**src/rtl/sa_psum_drain_pkg.sv**
```systemverilog
// mfu_pkg: shared drain FSM encoding and width helpers for the systolic-array psum drain.
package mfu_pkg;

    typedef enum logic [1:0] {
        ST_IDLE  = 2'd0,
        ST_SHIFT = 2'd1,
        ST_EMIT  = 2'd2,
        ST_DONE  = 2'd3
    } drain_state_e;

    localparam int unsigned PSUM_SCALE = 2;
    localparam int unsigned DEFAULT_DATA_WIDTH = 8;

    function automatic int unsigned psum_width(input int unsigned dw);
        return PSUM_SCALE * dw;
    endfunction

    // Index ports keep at least one bit so a 1-row or 1-column array still elaborates.
    function automatic int unsigned idx_width(input int unsigned n);
        return (n > 1) ? $clog2(n) : 1;
    endfunction

    localparam int unsigned PSUM_WIDTH = psum_width(DEFAULT_DATA_WIDTH);

endpackage

```
**src/rtl/sa_psum_drain.sv**
```systemverilog
// Drains a systolic array column by column into a valid/ready word stream.
// Optional build macro SA_DRAIN_SAT_EN clamps captured words to the signed operand range.
module sa_psum_drain
    import mfu_pkg::*;
#(
    parameter int unsigned DATA_WIDTH = DEFAULT_DATA_WIDTH,
    parameter int unsigned S_WIDTH    = 2,
    parameter int unsigned S_HEIGHT   = 2
) (
    input  logic                                          i_clk,
    input  logic                                          i_nrst,
    input  logic                                          i_start,
    output logic                                          o_psum_out_en,
    input  logic [0:S_HEIGHT-1][psum_width(DATA_WIDTH)-1:0] i_psum,
    output logic                                          o_valid,
    input  logic                                          i_ready,
    output logic [psum_width(DATA_WIDTH)-1:0]             o_data,
    output logic [idx_width(S_HEIGHT)-1:0]                o_row,
    output logic [idx_width(S_WIDTH)-1:0]                 o_col,
    output logic                                          o_busy,
    output logic                                          o_done
);

    localparam int unsigned PW = psum_width(DATA_WIDTH);
    localparam int unsigned RW = idx_width(S_HEIGHT);
    localparam int unsigned CW = idx_width(S_WIDTH);
    localparam logic [RW-1:0] ROW_LAST = RW'(S_HEIGHT - 1);
    localparam logic [CW-1:0] COL_LAST = CW'(S_WIDTH - 1);

    drain_state_e                state_q, state_d;
    logic [RW-1:0]               row_q, row_d;
    logic [CW-1:0]               col_q, col_d;
    logic [0:S_HEIGHT-1][PW-1:0] row_buf;
    logic [0:S_HEIGHT-1][PW-1:0] cap_words;

`ifdef SA_DRAIN_SAT_EN
    localparam logic signed [PW-1:0] SAT_MAX = {{(PW-DATA_WIDTH+1){1'b0}}, {(DATA_WIDTH-1){1'b1}}};
    localparam logic signed [PW-1:0] SAT_MIN = {{(PW-DATA_WIDTH+1){1'b1}}, {(DATA_WIDTH-1){1'b0}}};

    always_comb begin
        cap_words = i_psum;
        for (int unsigned r = 0; r < S_HEIGHT; r++) begin
            if ($signed(i_psum[RW'(r)]) > SAT_MAX) begin
                cap_words[RW'(r)] = SAT_MAX;
            end else if ($signed(i_psum[RW'(r)]) < SAT_MIN) begin
                cap_words[RW'(r)] = SAT_MIN;
            end
        end
    end
`else
    always_comb begin
        cap_words = i_psum;
    end
`endif

    always_ff @(posedge i_clk or negedge i_nrst) begin
        if (!i_nrst) begin
            state_q <= ST_IDLE;
            row_q   <= '0;
            col_q   <= '0;
            row_buf <= '0;
        end else begin
            state_q <= state_d;
            row_q   <= row_d;
            col_q   <= col_d;
            if (state_q == ST_SHIFT) begin
                row_buf <= cap_words;
            end
        end
    end

    // The array is only strobed from SHIFT, which is reached once the buffer is fully sent.
    always_comb begin
        state_d       = state_q;
        row_d         = row_q;
        col_d         = col_q;
        o_psum_out_en = 1'b0;
        o_valid       = 1'b0;
        o_busy        = 1'b1;
        o_done        = 1'b0;
        case (state_q)
            ST_IDLE: begin
                o_busy = 1'b0;
                row_d  = '0;
                col_d  = '0;
                if (i_start) begin
                    state_d = ST_SHIFT;
                end
            end
            ST_SHIFT: begin
                o_psum_out_en = 1'b1;
                row_d         = '0;
                state_d       = ST_EMIT;
            end
            ST_EMIT: begin
                o_valid = 1'b1;
                if (i_ready) begin
                    if (row_q != ROW_LAST) begin
                        row_d = row_q + 1'b1;
                    end else if (col_q != COL_LAST) begin
                        col_d   = col_q + 1'b1;
                        state_d = ST_SHIFT;
                    end else begin
                        state_d = ST_DONE;
                    end
                end
            end
            ST_DONE: begin
                o_done  = 1'b1;
                row_d   = '0;
                col_d   = '0;
                state_d = ST_IDLE;
            end
            default: begin
                state_d = ST_IDLE;
            end
        endcase
    end

    always_comb begin
        o_data = '0;
        o_row  = '0;
        o_col  = '0;
        if (state_q == ST_EMIT) begin
            o_data = row_buf[row_q];
            o_row  = row_q;
            o_col  = col_q;
        end
    end

endmodule

```
**config.mk**
```make
export PLATFORM = sky130hd
export DESIGN_NAME = sa_psum_drain
export DESIGN_NICKNAME = d
export VERILOG_FILES = /design/src/rtl/sa_psum_drain_pkg.sv /design/src/rtl/sa_psum_drain.sv
export SDC_FILE = /design/constraint.sdc
export NUM_CORES = 1
export LEC_CHECK = 0
export ABC_AREA = 1
export BUFFER_PORTS_ARGS = -buffer_cell sky130_fd_sc_hd__buf_2
export CORE_AREA = 5 5 90 92
export DETAILED_ROUTE_END_ITERATION = 8
export DIE_AREA = 0 0 95 97
export SYNTH_ARGS = -nofsm -noshare
export SYNTH_HDL_FRONTEND = slang
export SYNTH_SLANG_ARGS = --single-unit
```
**constraint.sdc**
```tcl
create_clock -name i_clk -period 1.3 [get_ports i_clk]
set_input_delay 0.065 -clock i_clk [delete_from_list [all_inputs] [get_ports i_clk]]
set_output_delay 0.065 -clock i_clk [all_outputs]
set_load 0.02 [all_outputs]
```
### After elaboration in Yosys (flattened, before gate mapping)

Index checks and enable logic that the tools add are counted.

| operators by class | value |
|---|---|
| magnitude comparators | 1 |
| divide/modulo/power cells | 0 |
| bitwise operators | 1 |
| multiplexer cells | 22 |
| reduce and logical (&&, ||, !) cells | 6 |
| equality and inequality tests | 6 |
| $add $sub $neg | 2 |
| multiply operators | 0 |
| shift-type cells | 0 |

Operators with widths:

| operator | number |
|---|---|
| 16-bit two-way mux | 4 |
| 1-bit two-way mux | 11 |
| 2-bit two-way mux | 4 |
| 2-bit case mux with 4 select lines | 1 |
| 2-bit != test (second input constant) | 3 |
| 3-bit AND reduction | 2 |
| 2-bit == test (second input constant) | 2 |
| 1-bit case mux with 2 select lines | 2 |
| 3-bit OR reduction | 1 |
| 1-bit adder (second input constant) | 2 |
| 2-bit by 1-bit == test with 1-bit output (second input constant) | 1 |
| 2-bit greater-or-equal comparator (second input constant) | 1 |
| 2-bit logical NOT | 1 |
| 1-bit NOT with 2-bit output | 1 |
| 2-bit nonzero test | 1 |
| 2-bit OR reduction | 1 |

| storage, ports and cells | value |
|---|---|
| output and inout port bits | 22 |
| memories kept | 0 |
| bits in latches | 0 |
| RAM bits | 0 |
| input port bits | 36 |
| memory bits (read-only) | 0 |
| word-level logic and storage cells | 43 |
| register bits after elaboration | 36 |

### Logic depth before layout (Yosys ltp)

| depth | value |
|---|---|
| depth in word-level cells | 5 |
| mapped depth | 7 |
| depth with buffers taken out | 6 |

### Least setup slack after synthesis

OpenSTA, ideal clock, no wires.

| timing path | value |
|---|---|
| path kind | register -> output |
| start | register state_q[0] |
| end | output o_data[5] |
| data arrival time | 1.535 ns |
| path slack | -0.300 ns |
| data required time | 1.235 ns |
| path buffers | 2 |
| cell stages (with the launch flop) | 7 |
| cell sequence | dfrtp_1 -> inv_1 -> ha_1 -> buf_6 -> nand2_4 -> buf_8 -> o22ai_1 |

| between the ends | value |
|---|---|
| word-level cells in the longest chain between the ends | 2 |

RTL lines:

| element | RTL line | RTL |
|---|---|---|
| start: declaration | sa_psum_drain.sv:30 | `drain_state_e state_q, state_d;` |
| start signal: assignment | sa_psum_drain.sv:63 | `state_q <= state_d;` |
| 2-bit == test | sa_psum_drain.sv:124 | `if (state_q == ST_EMIT) begin` |
| 16-bit two-way mux | sa_psum_drain.sv:124 |  |
| end: declaration | sa_psum_drain.sv:17 | `output logic [psum_width(DATA_WIDTH)-1:0] o_data,` |

No other way between the ends.

### Worst setup path in the final report

| timing path | value |
|---|---|
| start | register state_q[0] |
| end | output o_data[4] |

Same word-level chain as after synthesis.

==> PnR_summary.wiki <==
{| class="wikitable"
! Metric !! Value
|-
| Initial Utilization || 0.244
|-
| Clk root buf || sky130_fd_sc_hd__clkbuf_8
|-
| Status || finished, violations left
|-
| HPWL Detailed || 3240 um
|-
| Total track usage || 0.108
|-
| Period utilisation layout || 1.21
|-
| Count of nets after finishing || 336
|-
| Post-detailed-route via-to-cell ratio || 4.01
|-
| Crit. Startpoint || state_q[0]
|-
| Final standard cell area without fillers || 3030 um^2
|-
| Number of fillers in the final layout || 712
|-
| Number of buffers between clock root and the deepest sink || 2
|-
| TritonCTS sink count || 36
|-
| Proportion of power drawn by combinational gates || 0.585
|-
| Clock network latency to the later pin of the worst-skew pair || 0.28 ns
|-
| IR Drop Worst-Case VDD || 989 uV
|-
| Endpoint kind of the worst setup timing path || output port
|-
| Post-synthesis sequential area ratio || 0.516
|-
| Net switching power figure || 2.65 mW
|-
| Data arrival time of the critical path || 1.50 ns
|-
| Number of antenna violations at the first check in global routing || 0
|-
| Highest-count cells in the layout ignoring fill and taps || sky130_fd_sc_hd__nand2_1, sky130_fd_sc_hd__inv_1, sky130_fd_sc_hd__buf_2
|-
| Sequential cell area || 903 um^2
|-
| Die area || 9220 um^2
|-
| Fraction of power consumed by sequential logic || 0.292
|-
| Weighted congestion reported at the end of routability-driven placement || 0.792
|-
| Horizontal die dimension || 95 um
|-
| Remaining global-route overflow || 0
|-
| Pin count of the biggest net entering global routing || 35
|-
| Clock H-tree levels || 2
|-
| Routed WL per cell || 12.5 um
|-
| Final Setup Violations || 22
|-
| Core region area || 7140 um^2
|-
| Total inserted antenna cells || 0
|-
| Max Fanout on Critical Path || 7
|-
| Worst Hold Slack || 0.00712 ns
|-
| Instance count of the mapped netlist || 195
|-
| Total power draw || 6.33 mW
|-
| Cell with the biggest individual delay on the critical path || sky130_fd_sc_hd__dfrtp_1
|-
| Wire length of the first global-routing pass || 7850 um
|-
| Area of combinational cells with multiple inputs || 806 um^2
|-
| Post-Synthesis Net Count || 236
|-
| Vertical die dimension || 97 um
|-
| Worst slack, placed || -0.00928 ns
|-
| Quantity of I/O buffers inserted on ports || 57
|-
| Longest individual stage delay on the worst path || 0.39 ns
|-
| Violated checks || setup timing
|-
| RSZ-0062 raised after global routing || yes
|-
| Cells along the critical path || inv_2, ha_4, nand2_8, buf_12, o22ai_4, buf_6
|-
| Leakage power figure || 1.43 nW
|-
| Final wirelength || 4950 um
|-
| Number of placement rows || 31
|-
| Via count || 1585
|-
| Reg-to-reg startpoint || state_q[0]
|-
| Most common cell after layout, fill and taps aside || sky130_fd_sc_hd__nand2_1
|-
| Layout cells sized above 1 || 0.368
|-
| Setup WS post-layout || -0.269 ns
|-
| Clock buffers created by TritonCTS || 5
|-
| DRC violation total after the first TritonRoute iteration || 78
|-
| Maximum frequency from static timing analysis || 637 MHz
|-
| Power Density || 2090 nW/um^2
|-
| Main area contributors after synthesis || sky130_fd_sc_hd__dfrtp_1, sky130_fd_sc_hd__nand2_1, sky130_fd_sc_hd__o21ai_0
|-
| Proportion of total power due to net switching || 0.419
|-
| Final critical path time including I/O delays and setup || 1.57 ns
|-
| Min-delay worst type || primary input to register
|-
| Yosys warnings || 0
|-
| Netlist area before placement || 1740 um^2
|-
| Yosys reg bits || 36
|-
| Relative slew slack || 0.705
|-
| Number of maximum-capacitance violations || 0
|-
| Area delta synth->final || 73.6%
|-
| Startpoint of the most critical hold path || i_psum[28]
|-
| Worst-case clock skew || 0.00895 ns
|-
| Vias in the first global route || 1750
|-
| Yosys top cell area share || 0.516
|-
| Clock transition time at the flip-flop clock pins of the worst setup and hold paths || 0.07 ns
|-
| Placement-stage cell area || 2350 um^2
|-
| Worst Max-Slew Pin Slew || 0.442 ns
|-
| Post-synth top area cell || sky130_fd_sc_hd__dfrtp_1
|-
| Number of top-level pins || 58
|-
| Count of endpoints failing hold in the final timing report || 0
|-
| CTS tree || built
|-
| Required time of the worst setup path || 1.24 ns
|-
| Post-route antenna net violation count || 0
|-
| Count of unique library cells instantiated by Yosys || 16
|-
| DRC || 0
|-
| Critical setup path kind || register to output port
|-
| Pins over their slew limit || 0
|-
| Utilization of the core after routing || 0.424
|-
| CP startpoint kind || register
|-
| Cell internal power dissipation || 3.68 mW
|-
| Post-Syn Area per Cell || 8.94 um^2
|-
| Reg2reg setup slack || -0.03 ns
|-
| First-pass iteration count of the detailed router || 4
|-
| Clock share of power || 0.123
|}
==> layer usage <==
| layer | vias up | GRT usage | routed length, um | part of all wire |
|---|---|---|---|---|
| met5 | - | 0 | 0 | 0 |
| met4 | 0 | 0.0355 | 69 | 0.014 |
| met3 | 9 | 0.0326 | 229 | 0.046 |
| met2 | 40 | 0.183 | 2470 | 0.50 |
| met1 | 729 | 0.129 | 2190 | 0.44 |
| li1 | 807 | - | - | - |
==> cells in the mapped netlist <==
library cell and instances:
sky130_fd_sc_hd__nand2_1 44, sky130_fd_sc_hd__inv_1 42, sky130_fd_sc_hd__dfrtp_1 36, sky130_fd_sc_hd__o21ai_0 33, sky130_fd_sc_hd__o22ai_2 9, sky130_fd_sc_hd__o22ai_1 7
sky130_fd_sc_hd__buf_2 5, sky130_fd_sc_hd__ha_1 5, sky130_fd_sc_hd__nand3_1 4, sky130_fd_sc_hd__buf_6 2, sky130_fd_sc_hd__clkbuf_2 2, sky130_fd_sc_hd__nand2_4 2
sky130_fd_sc_hd__a21o_2 1, sky130_fd_sc_hd__buf_8 1, sky130_fd_sc_hd__o21ai_1 1, sky130_fd_sc_hd__o21bai_1 1
==> worst max-delay path, delay by kind of cell (launching register included) <==
family                   cells  cell delay [ns]
adder cells (fa/ha/maj)      1             0.20
AO/OA/AOI/OAI                1             0.15
buffers and inverters        3             0.38
flip-flops                   1             0.39
AND/OR/NAND/NOR              1             0.09
==> metrics by stage <==
stage                     std cells  setup TNS, ns
after floorplan                 195          -1.77
after global placement          354              0
after detailed placement        354       -0.00992
after CTS                       393          -4.83
after global routing            395          -6.28
final                           395          -4.41
==> worst paths after layout <==
kind	end	depth (start not counted)
worst max register to register	state_q[1]	7
worst min-delay path	row_buf[28]	3
worst min register to register	row_buf[15]	2
max in group asynchronous	state_q[1]	3
min in group asynchronous	row_buf[25]	2
worst max-delay path	o_data[4]	6
==> logic make-up after synthesis <==
group | count (synthesis) | share of synthesized area
flops | 36 | 0.516
simple gates | 50 | 0.119
buf+inv | 52 | 0.132
compound gates | 52 | 0.197
fa+ha+maj | 5 | 0.0359
==> timing repair <==
action	CTS	global route
setup buffers	2	3
pin swaps	1	3
gates resized for setup	44	17
hold endpoints to repair	46	0
hold buffers	30	0
cloned	0	1
setup endpoints to repair	21	26
==> layout make-up <==
type                    count  area share
inverters                  42      0.0521
repair buffers            103       0.314
flip-flops and latches     36       0.298
multi-input cells         107       0.266
clock inverters             3     0.00620
clock buffers               5      0.0227
well taps                  99      0.0409
==> power groups by stage <==
stage | registers [mW] | logic (mW) | clock network [mW]
after detailed placement | 1.86 | 2.94 | 0
after global placement | 1.84 | 2.88 | 0
after floorplan | 1.83 | 2.03 | 0
final | 1.85 | 3.70 | 0.780
after global routing | 1.90 | 4.06 | 0.892
after CTS | 1.85 | 3.40 | 0.828
==> flip-flops by register name, summed over array words and instances (netlist names) <==
signal   count
col_q        1
row_buf     32
row_q        1
state_q      2
(Power assumes the default switching activity.)
